[src/rtl/spi_target_pkg.sv]
// Shared types and constants for the SPI target register port.
package spi_target_pkg;

    typedef enum logic [1:0] {
        ST_IDLE  = 2'd0,
        ST_CMD   = 2'd1,
        ST_WRITE = 2'd2,
        ST_READ  = 2'd3
    } state_e;

    localparam int         CMD_READ_BIT    = 7;
    localparam logic [7:0] DEFAULT_ID_BYTE = 8'hA5;

endpackage

[src/rtl/spi_target_regs_if.sv]
// SPI pins plus the local register bus; slave is the target side, master the host/fabric side.
interface spi_target_regs_if #(
    parameter int ADDR_W = 7
);
    logic              spi_cs_b;
    logic              spi_sck;
    logic              spi_mosi;
    logic              spi_miso;
    logic              spi_miso_oe;
    logic [ADDR_W-1:0] reg_addr;
    logic [7:0]        reg_wdata;
    logic              reg_we;
    logic              reg_re;
    logic [7:0]        reg_rdata;
    logic              busy;
    logic              frame_abort;

    modport slave (
        input  spi_cs_b, spi_sck, spi_mosi, reg_rdata,
        output spi_miso, spi_miso_oe, reg_addr, reg_wdata, reg_we, reg_re, busy, frame_abort
    );

    modport master (
        output spi_cs_b, spi_sck, spi_mosi, reg_rdata,
        input  spi_miso, spi_miso_oe, reg_addr, reg_wdata, reg_we, reg_re, busy, frame_abort
    );
endinterface

[src/rtl/spi_pin_sync.sv]
// Synchronises the SPI pins into clk and derives SCK edges; flops reset to the idle pin level.
module spi_pin_sync #(
    parameter int SYNC_STAGES = 2
) (
    input  logic clk,
    input  logic reset,
    input  logic cs_b_i,
    input  logic sck_i,
    input  logic mosi_i,
    output logic cs_active_o,
    output logic sck_rise_o,
    output logic sck_fall_o,
    output logic mosi_o,
    output logic valid_o
);
    logic [SYNC_STAGES-1:0] cs_q;
    logic [SYNC_STAGES-1:0] sck_q;
    logic [SYNC_STAGES-1:0] mosi_q;
    logic [SYNC_STAGES-1:0] valid_q;
    logic                   sck_prev_q;

    always_ff @(posedge clk) begin
        if (reset) begin
            cs_q       <= '1;
            sck_q      <= '1;
            mosi_q     <= '1;
            valid_q    <= '0;
            sck_prev_q <= 1'b1;
        end else begin
            cs_q       <= {cs_q[SYNC_STAGES-2:0], cs_b_i};
            sck_q      <= {sck_q[SYNC_STAGES-2:0], sck_i};
            mosi_q     <= {mosi_q[SYNC_STAGES-2:0], mosi_i};
            valid_q    <= {valid_q[SYNC_STAGES-2:0], 1'b1};
            sck_prev_q <= sck_q[SYNC_STAGES-1];
        end
    end

    // valid_o marks when the chain holds real pin samples rather than reset fill
    assign cs_active_o = ~cs_q[SYNC_STAGES-1];
    assign sck_rise_o  = sck_q[SYNC_STAGES-1] & ~sck_prev_q;
    assign sck_fall_o  = ~sck_q[SYNC_STAGES-1] & sck_prev_q;
    assign mosi_o      = mosi_q[SYNC_STAGES-1];
    assign valid_o     = valid_q[SYNC_STAGES-1];
endmodule

[src/rtl/spi_target_regs.sv]
// SPI mode-3 target bridging an external host onto an 8-bit register bus.
// IDLE: wait for CS | CMD: command byte, ID out | WRITE: bytes -> reg_we | READ: reg_re, rdata out
module spi_target_regs
    import spi_target_pkg::*;
#(
    parameter int         ADDR_W      = 7,
    parameter logic [7:0] ID_BYTE     = DEFAULT_ID_BYTE,
    parameter int         SYNC_STAGES = 2
) (
    input  logic             clk,
    input  logic             reset,
    spi_target_regs_if.slave bus
);
    logic cs_active, sck_rise, sck_fall, mosi_sync, sync_valid;

    spi_pin_sync #(.SYNC_STAGES(SYNC_STAGES)) u_pin_sync (
        .clk        (clk),
        .reset      (reset),
        .cs_b_i     (bus.spi_cs_b),
        .sck_i      (bus.spi_sck),
        .mosi_i     (bus.spi_mosi),
        .cs_active_o(cs_active),
        .sck_rise_o (sck_rise),
        .sck_fall_o (sck_fall),
        .mosi_o     (mosi_sync),
        .valid_o    (sync_valid)
    );

    state_e            state_q, state_d;
    logic [2:0]        bit_cnt_q, bit_cnt_d;
    logic [7:0]        rx_q, rx_d;
    logic [7:0]        tx_q, tx_d;
    logic              miso_q, miso_d;
    logic              byte_done_q, byte_done_d;
    logic [ADDR_W-1:0] addr_q, addr_d;
    logic [7:0]        wdata_q, wdata_d;
    logic              reg_we_q, reg_we_d;
    logic              reg_re_q, reg_re_d;
    logic              rd_cap_q, rd_cap_d;
    logic              abort_q, abort_d;
    logic              armed_q, armed_d;
    logic              frame_on;

    always_ff @(posedge clk) begin
        if (reset) begin
            state_q     <= ST_IDLE;
            bit_cnt_q   <= 3'd0;
            rx_q        <= 8'h00;
            tx_q        <= 8'h00;
            miso_q      <= 1'b0;
            byte_done_q <= 1'b0;
            addr_q      <= '0;
            wdata_q     <= 8'h00;
            reg_we_q    <= 1'b0;
            reg_re_q    <= 1'b0;
            rd_cap_q    <= 1'b0;
            abort_q     <= 1'b0;
            armed_q     <= 1'b0;
        end else begin
            state_q     <= state_d;
            bit_cnt_q   <= bit_cnt_d;
            rx_q        <= rx_d;
            tx_q        <= tx_d;
            miso_q      <= miso_d;
            byte_done_q <= byte_done_d;
            addr_q      <= addr_d;
            wdata_q     <= wdata_d;
            reg_we_q    <= reg_we_d;
            reg_re_q    <= reg_re_d;
            rd_cap_q    <= rd_cap_d;
            abort_q     <= abort_d;
            armed_q     <= armed_d;
        end
    end

    always_comb begin
        state_d     = state_q;
        bit_cnt_d   = bit_cnt_q;
        rx_d        = rx_q;
        tx_d        = tx_q;
        miso_d      = miso_q;
        byte_done_d = 1'b0;
        addr_d      = addr_q;
        wdata_d     = wdata_q;
        reg_we_d    = 1'b0;
        reg_re_d    = 1'b0;
        rd_cap_d    = 1'b0;
        abort_d     = 1'b0;
        armed_d     = armed_q;
        frame_on    = (state_q != ST_IDLE) && cs_active;

        // A frame may only start after CS has been seen inactive, so a CS held low through reset is ignored
        if (sync_valid && !cs_active) armed_d = 1'b1;

        if (frame_on && sck_rise) begin
            rx_d        = {rx_q[6:0], mosi_sync};
            bit_cnt_d   = bit_cnt_q + 3'd1;
            byte_done_d = (bit_cnt_q == 3'd7);
        end
        if (frame_on && sck_fall) begin
            miso_d = tx_q[7];
            tx_d   = {tx_q[6:0], 1'b0};
        end

        if (reg_we_q) addr_d = addr_q + ADDR_W'(1);
        if (frame_on && rd_cap_q) begin
            tx_d   = bus.reg_rdata;
            addr_d = addr_q + ADDR_W'(1);
        end

        case (state_q)
            ST_IDLE: begin
                if (armed_q && cs_active) begin
                    state_d   = ST_CMD;
                    tx_d      = ID_BYTE;
                    bit_cnt_d = 3'd0;
                    miso_d    = 1'b0;
                    armed_d   = 1'b0;
                end
            end
            ST_CMD: begin
                if (byte_done_q) begin
                    addr_d = rx_q[ADDR_W-1:0];
                    if (rx_q[CMD_READ_BIT]) begin
                        state_d  = ST_READ;
                        reg_re_d = 1'b1;
                    end else begin
                        state_d = ST_WRITE;
                    end
                end
            end
            ST_WRITE: begin
                if (byte_done_q) begin
                    wdata_d  = rx_q;
                    reg_we_d = 1'b1;
                end
            end
            ST_READ: begin
                rd_cap_d = reg_re_q;
                if (byte_done_q) reg_re_d = 1'b1;
            end
            default: state_d = ST_IDLE;
        endcase

        // A completing byte takes priority; the frame closes on the following clk
        if ((state_q != ST_IDLE) && !cs_active && !byte_done_q) begin
            state_d   = ST_IDLE;
            miso_d    = 1'b0;
            bit_cnt_d = 3'd0;
            rd_cap_d  = 1'b0;
            abort_d   = (bit_cnt_q != 3'd0);
        end
    end

    assign bus.spi_miso    = miso_q;
    assign bus.spi_miso_oe = (state_q != ST_IDLE);
    assign bus.busy        = (state_q != ST_IDLE);
    assign bus.reg_addr    = addr_q;
    assign bus.reg_wdata   = wdata_q;
    assign bus.reg_we      = reg_we_q;
    assign bus.reg_re      = reg_re_q;
    assign bus.frame_abort = abort_q;
endmodule

[src/flat_wrapper.sv]
// flat-port wrapper written by rule: the top's interface ports become plain ports
module spi_target_regs_flat import spi_target_pkg::*;
#(
    parameter int         ADDR_W      = 7,
    parameter logic [7:0] ID_BYTE     = DEFAULT_ID_BYTE,
    parameter int         SYNC_STAGES = 2
)
  (clk, reset, bus_spi_cs_b, bus_spi_sck, bus_spi_mosi, bus_reg_rdata, bus_spi_miso, bus_spi_miso_oe, bus_reg_addr, bus_reg_wdata, bus_reg_we, bus_reg_re, bus_busy, bus_frame_abort);
  spi_target_regs_if #(.ADDR_W(ADDR_W)) bus_i ();
  input  logic clk;
  input  logic reset;
  input wire logic [$bits(bus_i.spi_cs_b)-1:0] bus_spi_cs_b;
  input wire logic [$bits(bus_i.spi_sck)-1:0] bus_spi_sck;
  input wire logic [$bits(bus_i.spi_mosi)-1:0] bus_spi_mosi;
  input wire logic [$bits(bus_i.reg_rdata)-1:0] bus_reg_rdata;
  output wire logic [$bits(bus_i.spi_miso)-1:0] bus_spi_miso;
  output wire logic [$bits(bus_i.spi_miso_oe)-1:0] bus_spi_miso_oe;
  output wire logic [$bits(bus_i.reg_addr)-1:0] bus_reg_addr;
  output wire logic [$bits(bus_i.reg_wdata)-1:0] bus_reg_wdata;
  output wire logic [$bits(bus_i.reg_we)-1:0] bus_reg_we;
  output wire logic [$bits(bus_i.reg_re)-1:0] bus_reg_re;
  output wire logic [$bits(bus_i.busy)-1:0] bus_busy;
  output wire logic [$bits(bus_i.frame_abort)-1:0] bus_frame_abort;
  assign bus_i.spi_cs_b = bus_spi_cs_b;
  assign bus_i.spi_sck = bus_spi_sck;
  assign bus_i.spi_mosi = bus_spi_mosi;
  assign bus_i.reg_rdata = bus_reg_rdata;
  assign bus_spi_miso = bus_i.spi_miso;
  assign bus_spi_miso_oe = bus_i.spi_miso_oe;
  assign bus_reg_addr = bus_i.reg_addr;
  assign bus_reg_wdata = bus_i.reg_wdata;
  assign bus_reg_we = bus_i.reg_we;
  assign bus_reg_re = bus_i.reg_re;
  assign bus_busy = bus_i.busy;
  assign bus_frame_abort = bus_i.frame_abort;
  spi_target_regs #(.ADDR_W(ADDR_W), .ID_BYTE(ID_BYTE), .SYNC_STAGES(SYNC_STAGES)) u_core (.clk(clk), .reset(reset), .bus(bus_i));
endmodule
[config.mk]
export PLATFORM = sky130hd
export DESIGN_NAME = spi_target_regs_flat
export DESIGN_NICKNAME = d
export VERILOG_FILES = /design/src/rtl/spi_target_pkg.sv /design/src/rtl/spi_target_regs_if.sv /design/src/rtl/spi_pin_sync.sv /design/src/rtl/spi_target_regs.sv /design/src/flat_wrapper.sv
export SDC_FILE = /design/constraint.sdc
export NUM_CORES = 1
export LEC_CHECK = 0
export CORE_ASPECT_RATIO = 1.4
export CORE_MARGIN = 2
export CORE_UTILIZATION = 47
export CTS_CLUSTER_DIAMETER = 50
export DETAILED_ROUTE_END_ITERATION = 8
export HOLD_SLACK_MARGIN = 0.06
export PLACE_DENSITY = 0.74
export RECOVER_POWER = 50
export SKIP_LAST_GASP = 1
export SLEW_MARGIN = 10
export SYNTH_ARGS = -nofsm -noshare
export SYNTH_HDL_FRONTEND = slang
export SYNTH_SLANG_ARGS = --single-unit
[constraint.sdc]
create_clock -name clk -period 1.55 [get_ports clk]
set_clock_uncertainty 0.1 [all_clocks]
set_input_delay 0.31 -clock clk [delete_from_list [all_inputs] [get_ports clk]]
set_output_delay 0.31 -clock clk [all_outputs]
set_load 0.02 [all_outputs]
# --- Yosys cells after proc, flatten, opt, wreduce, memory -nomap -nowiden ---
# Cells that the tools add are included.
op_classes:
  eq_ne: 6
  n_reduce_logical: 20
  n_mux: 26
  bitwise: 9
  addsub: 2
ops:
  columns: ["cell", "n"]
  rows:
  - ["$mux W8", 4]
  - ["$mux W7", 4]
  - ["$mux W1", 11]
  - ["$mux W3", 3]
  - ["$logic_and A1 B1 Y1", 8]
  - ["$reduce_or A2 Y1", 4]
  - ["$add A7 B1 Y7 const B", 1]
  - ["$not A1 Y1", 7]
  - ["$eq A2 B2 Y1 const B", 2]
  - ["$mux W2", 2]
  - ["$ne A2 B1 Y1 const B", 2]
  - ["$pmux W2 S2", 1]
  - ["$reduce_bool A2 Y1", 2]
  - ["$add A3 B1 Y3 const B", 1]
  - ["$eq A3 B3 Y1 const B", 1]
  - ["$reduce_and A3 Y1", 1]
  - ["$reduce_bool A3 Y1", 1]
  - ["$reduce_or A3 Y1", 1]
  - ["$and A1 B1 Y1", 2]
  - ["$eq A2 B1 Y1 const B", 1]
  - ["$logic_not A2 Y1", 1]
  - ["$pmux W1 S2", 1]
  - ["$reduce_and A2 Y1", 1]
  - ["$logic_not A1 Y1", 1]
word_totals:
  regBits: 52
  elab_cells: 82
  output_inout_bits: 21

# --- Longest topological paths before layout ---
# Gate-level depths: netlist (run 1).
depth:
  depth_word: 7
  ltp_mapped: 6
  ltp_nobuf: 5

# --- Cells and area by module ---
# A second synthesis (run 1) with hierarchy kept.
hier_totals:
  cells_unflattened: 221
  hier_area_um2: 2089.5
modules_own_cells:
  columns: ["mod", "area_per_inst_um2", "seq_area_each_um2", "cells_per_inst", "n_inst"]
  rows:
  - ["spi_target_regs", 1839.3, 860.8, 200, 1]
  - ["spi_pin_sync", 250.2, 180.2, 21, 1]

# --- Worst setup path before layout (run 1) ---
# Ideal clock, no wire load.
synth_path:
  path_type: "register -> register"
  from: "register u_core.addr_q[0] (netlist: u_core.bus.reg_addr[0])"
  to: "register u_core.addr_q[6] (netlist: u_core.bus.reg_addr[6])"
  arrival_time_ns: 1.363
  t_required_ns: 1.376
  stages_incl_launch_ff: 6
  path_buffers: 0
  synth_period_minus_slack_ns: 1.538
  path_slack_ns: 0.012
  path_cell_list: "dfxtp_1 -> ha_1 -> and4_1 -> nand2_1 -> or3_1 -> a31oi_1"
synth_via:
  elab_chain_len: 5
synth_lines:
  columns: ["element", "line", "source"]
  rows:
  - ["start: declaration", "spi_target_regs.sv:35", "logic [ADDR_W-1:0] addr_q, addr_d;"]
  - ["start signal: assignment", "spi_target_regs.sv:66", "addr_q <= addr_d;"]
  - ["$add A7 B1 Y7 *", "spi_target_regs.sv:105, spi_target_regs.sv:108", null]
  - ["$mux W7", "spi_target_regs.sv:105", "if (reg_we_q) addr_d = addr_q + ADDR_W'(1);"]
  - ["$mux W7 *", "spi_target_regs.sv:106", "if (frame_on && rd_cap_q) begin"]
  - ["$mux W7", "spi_target_regs.sv:122", "if (byte_done_q) begin"]
  - ["$mux W7 *", "spi_target_regs.sv:111", "case (state_q)"]
# Every way passes the cells marked *; elsewhere a longest branch is shown, timed or not.
# A chain may end at the register's enable or synchronous reset.

# --- Final worst setup path (run 1) ---
layout_path:
  from: "register u_core.state_q[0]"
  to: "register u_core.addr_q[0] (netlist: u_core.bus.reg_addr[0])"
layout_via:
  elab_chain_len: 6
  word_cells_on_any_way: 7
  cone_classes: "eq/ne (1); mux (3); reduce/logical (3)"
layout_lines:
  columns: ["element", "line", "source"]
  rows:
  - ["start: declaration", "spi_target_regs.sv:29", "state_e state_q, state_d;"]
  - ["start signal: assignment", "spi_target_regs.sv:60", "state_q <= state_d;"]
  - ["$reduce_bool A2 Y1", "spi_target_regs.sv:90", "frame_on = (state_q != ST_IDLE) && cs_active;"]
  - ["$logic_and A1 B1 Y1", "spi_target_regs.sv:90", null]
  - ["$logic_and A1 B1 Y1", "spi_target_regs.sv:106", null]
  - ["$mux W7", "spi_target_regs.sv:106", null]
  - ["$mux W7", "spi_target_regs.sv:122", null]
  - ["$mux W7 *", "spi_target_regs.sv:111", null]
# Marks and branches as above.

==> impl_results.md, run 1 <==
- Status: complete, but fails checks
- Failing checks: negative setup slack
- Hold Violations, Final: 0
- Ports: 34
- Clk buf depth: 2
- CP max FO: 13
- Crit path launch type: register
- TritonRoute pass-1 iters: 4
- R2R setup slack: -0.008 ns
- Post-synth top flop: dfxtp_1
- Largest cells by area after synthesis: dfxtp_1 (50%), mux2i_1 (12%), nor2_1 (4.8%)
- Via density: 5.15
- Minimum clock period: 1.56 ns
- Multiplexer area fraction after synthesis: approximately an eighth
- # rows: 28
- Core footprint: 4240 um^2
- PD cells: about 810 nW/um^2
- Worst Setup End Kind: register
- Starting Density: around half
- Die area: 5010 um^2
- Synth Area in Adders: 2.39%
- Arrival time worst endpoint: ~1.7 ns
- Switching share of power: a little under a quarter
- Hold Path Sink: u_core.u_pin_sync.sck_q[1]
- Port bufs: 33
- Fill cells: between 300 and 400
- Hold path startpoint: u_core.u_pin_sync.sck_q[0]
- Final setup fails: 7
- RSZ-0062 raised after global routing: true
- Dpl ws: -0.155 ns
- Grt ovf: 0
- Sw Pwr: roughly 0.5 mW
- Post-synthesis sequential area ratio: ~50%
- Largest net degree at the start of global routing: 26
- Commonest non-fill, non-tap cell in the layout: dfxtp_1
- HPWL Detailed: 3.09 mm
- Post-Route WL: 4.39 mm
- Int Pwr: 1.72 mW
- Final max-slew violation count: 0
- Cts hold-fix bufs: 0
- Mean Syn Cell Area: about 10 um^2
- Via count: around 1700
- Clk root buf: clkbuf_8
- Area grow syn2layout: 30.9%
- TNS Setup: -0.0290 ns
- Layout cells sized above 1: ~22%
- Initial antenna violation count: 0
- Reg2reg start: u_core.state_q[0]
- WS Path Type: reg2reg
- Combinational power share: under 10%
- Post-synth EDFFs: 0
- Synth async-reset ratio: 0%
- Clk slew on worst S/H paths: approximately 0.1 ns
- Synth Register Bits: 52
- Hold Crit Depth: 1
- Commonest non-fill, non-tap cells in the layout: dfxtp_1 (48), nor2_1 (27), mux2i_1 (25)
- Clock share of power: approximately a third
- Post-DP Area: around 2600 um^2
- Post-synth top area share: about half
- Main combinational cell family by area after synthesis: simple AND/OR/NAND/NOR gates
- Max-cap violations: 0
- Total CTS buffers: 5
- Depth of the worst register-to-register path: 6
- Initial drt markers: 71
- Post-Synthesis Cells: 210
- Synth Area in Simple Gates: ~18%
- Antenna-violating nets left: 0
- Max Fclk: between 600 and 700 MHz
- GRT Util Overall: about 18%
- Vias in the first global route: 1570
- Routed WL per cell: 13.7 um
- Post-route DRC violation count: 0
- Pleak: 1.13 nW
- CTS tree: yes
- Gpl congestion: between 0.8 and 0.9
- Period utilization: 100%
- Slew margin rel.: 69.3%
- Critical Path RT: about 1.7 ns
- Clock Latency Late Sink: around 0.30 ns
- Library cells used by synthesis: 39
- Sequential power share: about three fifths
- Clock Sinks: between 50 and 60
- Area of the mapped netlist: around 2100 um^2
- Final Worst Setup Slack: -0.00766 ns
- Hold/Removal Path Class: reg2reg
- Pwr Total: 2.22 mW
- First-pass GRT wire length: slightly below 7 mm
- ANT cells: 0
- Die width: 60.4 um
- Net count after synthesis: between 200 and 250
- RR Endpoint: u_core.bus.reg_addr[0]
- Htree depth: 2
- Yosys warning total: 0
- Post-Synth XOR/XNOR Area: less than 1%
- Max IR drop VDD: 0.755 mV
- Chip height: between 80 and 90 um
- Worst Tran Pin Value: 0.461 ns
- Non-Filler Cell Area, Final: between 2000 and 3000 um^2
- Final nets: 277
- Compound-Gate Fraction of Synth Area: between 10% and 20%
- Area leader, netlist: dfxtp_1
==> cell usage after synthesis, drive strengths merged (5+ instances only) <==
library cell  instances
nand2                 8
clkbuf                6
a31oi                 7
a21oi                 7
inv                   5
or2                   9
o21ai                13
buf                   6
or3                   5
mux2i                26
nor2                 28
dfxtp                52
==> power groups by stage <==
stage / clock, mW / sequential (mW) / combinational, mW
after floorplan: 0 / 1.39 / 0.0496
after global placement: 0 / 1.39 / 0.0985
after detailed placement: 0 / 1.39 / 0.0986
after CTS: 0.786 / 1.36 / 0.0993
after global routing: 0.837 / 1.36 / 0.112
final: 0.764 / 1.36 / 0.103
==> worst max-delay path: stages (launching register included) <==
cell and delay [ns]:
dfxtp_4 0.38, buf_4 0.14, o21a_4 0.21, a21oi_2 0.17
buf_6 0.16, xnor2_1 0.07, a31o_2 0.23
==> area by class of cell <==
| type | count | area, um^2 | share of cell area (%) |
|---|---|---|---|
| flip-flops and latches | 52 | 1050 | 38.4 |
| multi-input cells | 140 | 997 | 36.4 |
| clock inverters | 3 | 23.8 | 0.868 |
| well taps | 60 | 75.1 | 2.74 |
| clock buffers | 5 | 68.8 | 2.51 |
| repair buffers | 55 | 499 | 18.2 |
| inverters | 6 | 22.5 | 0.823 |
==> through the flow <==
| step | util, % | instances | hold WS [ns] |
|---|---|---|---|
| 6_report | 64.6 | 321 | 0.316 |
| 5_1_grt | 64.6 | 321 | 0.351 |
| 4_1_cts | 62.7 | 319 | 0.318 |
| 3_5_place_dp | 60.8 | 310 | 0.293 |
| 3_3_place_gp | 60.8 | 310 | 0.292 |
| 2_1_floorplan | - | 210 | 0.289 |
==> kinds of logic (layout without fill, tap and decap cells) <==
kind of cell | after synthesis | in the layout
buffers and inverters | 18 | 69
AOI/OAI and AO/OA | 38 | 38
DFF | 52 | 52
and+or+nand+nor | 70 | 70
muxes | 26 | 26
adders and majority gates | 4 | 4
xor gates and xnor gates | 2 | 2
==> metal layers <==
| metal | up-vias | wire length (um) | share of wire [%] | GRT usage [%] |
|---|---|---|---|---|
| met5 | - | 0 | 0 | 0 |
| met3 | 5 | 154 | 3.5 | 3.12 |
| met1 | 783 | 1830 | 42 | 21.0 |
| li1 | 832 | - | - | - |
| met2 | 34 | 2360 | 54 | 31.6 |
| met4 | 0 | 48 | 1.1 | 6.67 |
==> how the worst max path moves through the flow <==
stage | startpoint | cells after the start | to | slack [ns]
final | u_core.state_q[0] | 6 | u_core.bus.reg_addr[0] | -0.008
after global routing | u_core.state_q[1] | 7 | u_core.bit_cnt_q[1] | -0.05
after CTS | u_core.state_q[1] | 3 | bus_spi_miso_oe | -0.05
after detailed placement | reset | 4 | u_core.bit_cnt_q[0] | -0.16
after global placement | reset | 4 | u_core.bit_cnt_q[1] | -0.09
after floorplan | u_core.bus.reg_addr[0] | 5 | u_core.bus.reg_addr[6] | 0.01
==> sequential cells by signal, indices dropped and copies added (netlist names), 3 cells and up <==
register,count
u_core.bus.reg_wdata,8
u_core.rx_q,8
u_core.tx_q,8
u_core.bus.reg_addr,7
u_core.bit_cnt_q,3
==> timing repair <==
| item | 4_1_cts | 5_1_grt |
|---|---|---|
| gates resized for setup | 25 | 18 |
| pin swaps | 2 | 9 |
| cloned | 0 | 1 |
| endpoints found under the hold margin | 0 | 0 |
| setup endpoints to repair | 35 | 21 |
| buffers inserted | 1 | 1 |
Power figures use the tool's default switching activity.
==> run 2, diff against run 1 <==
--- a/config.mk
+++ b/config.mk
@@ -9,6 +9,7 @@
 export CORE_MARGIN = 2
 export CORE_UTILIZATION = 47
 export CTS_CLUSTER_DIAMETER = 50
+export CTS_CLUSTER_SIZE = 40
 export DETAILED_ROUTE_END_ITERATION = 8
 export HOLD_SLACK_MARGIN = 0.06
 export PLACE_DENSITY = 0.74
==> results of run 2 <==
No change in the layout: final DEF, timing and power equal those of run 1.
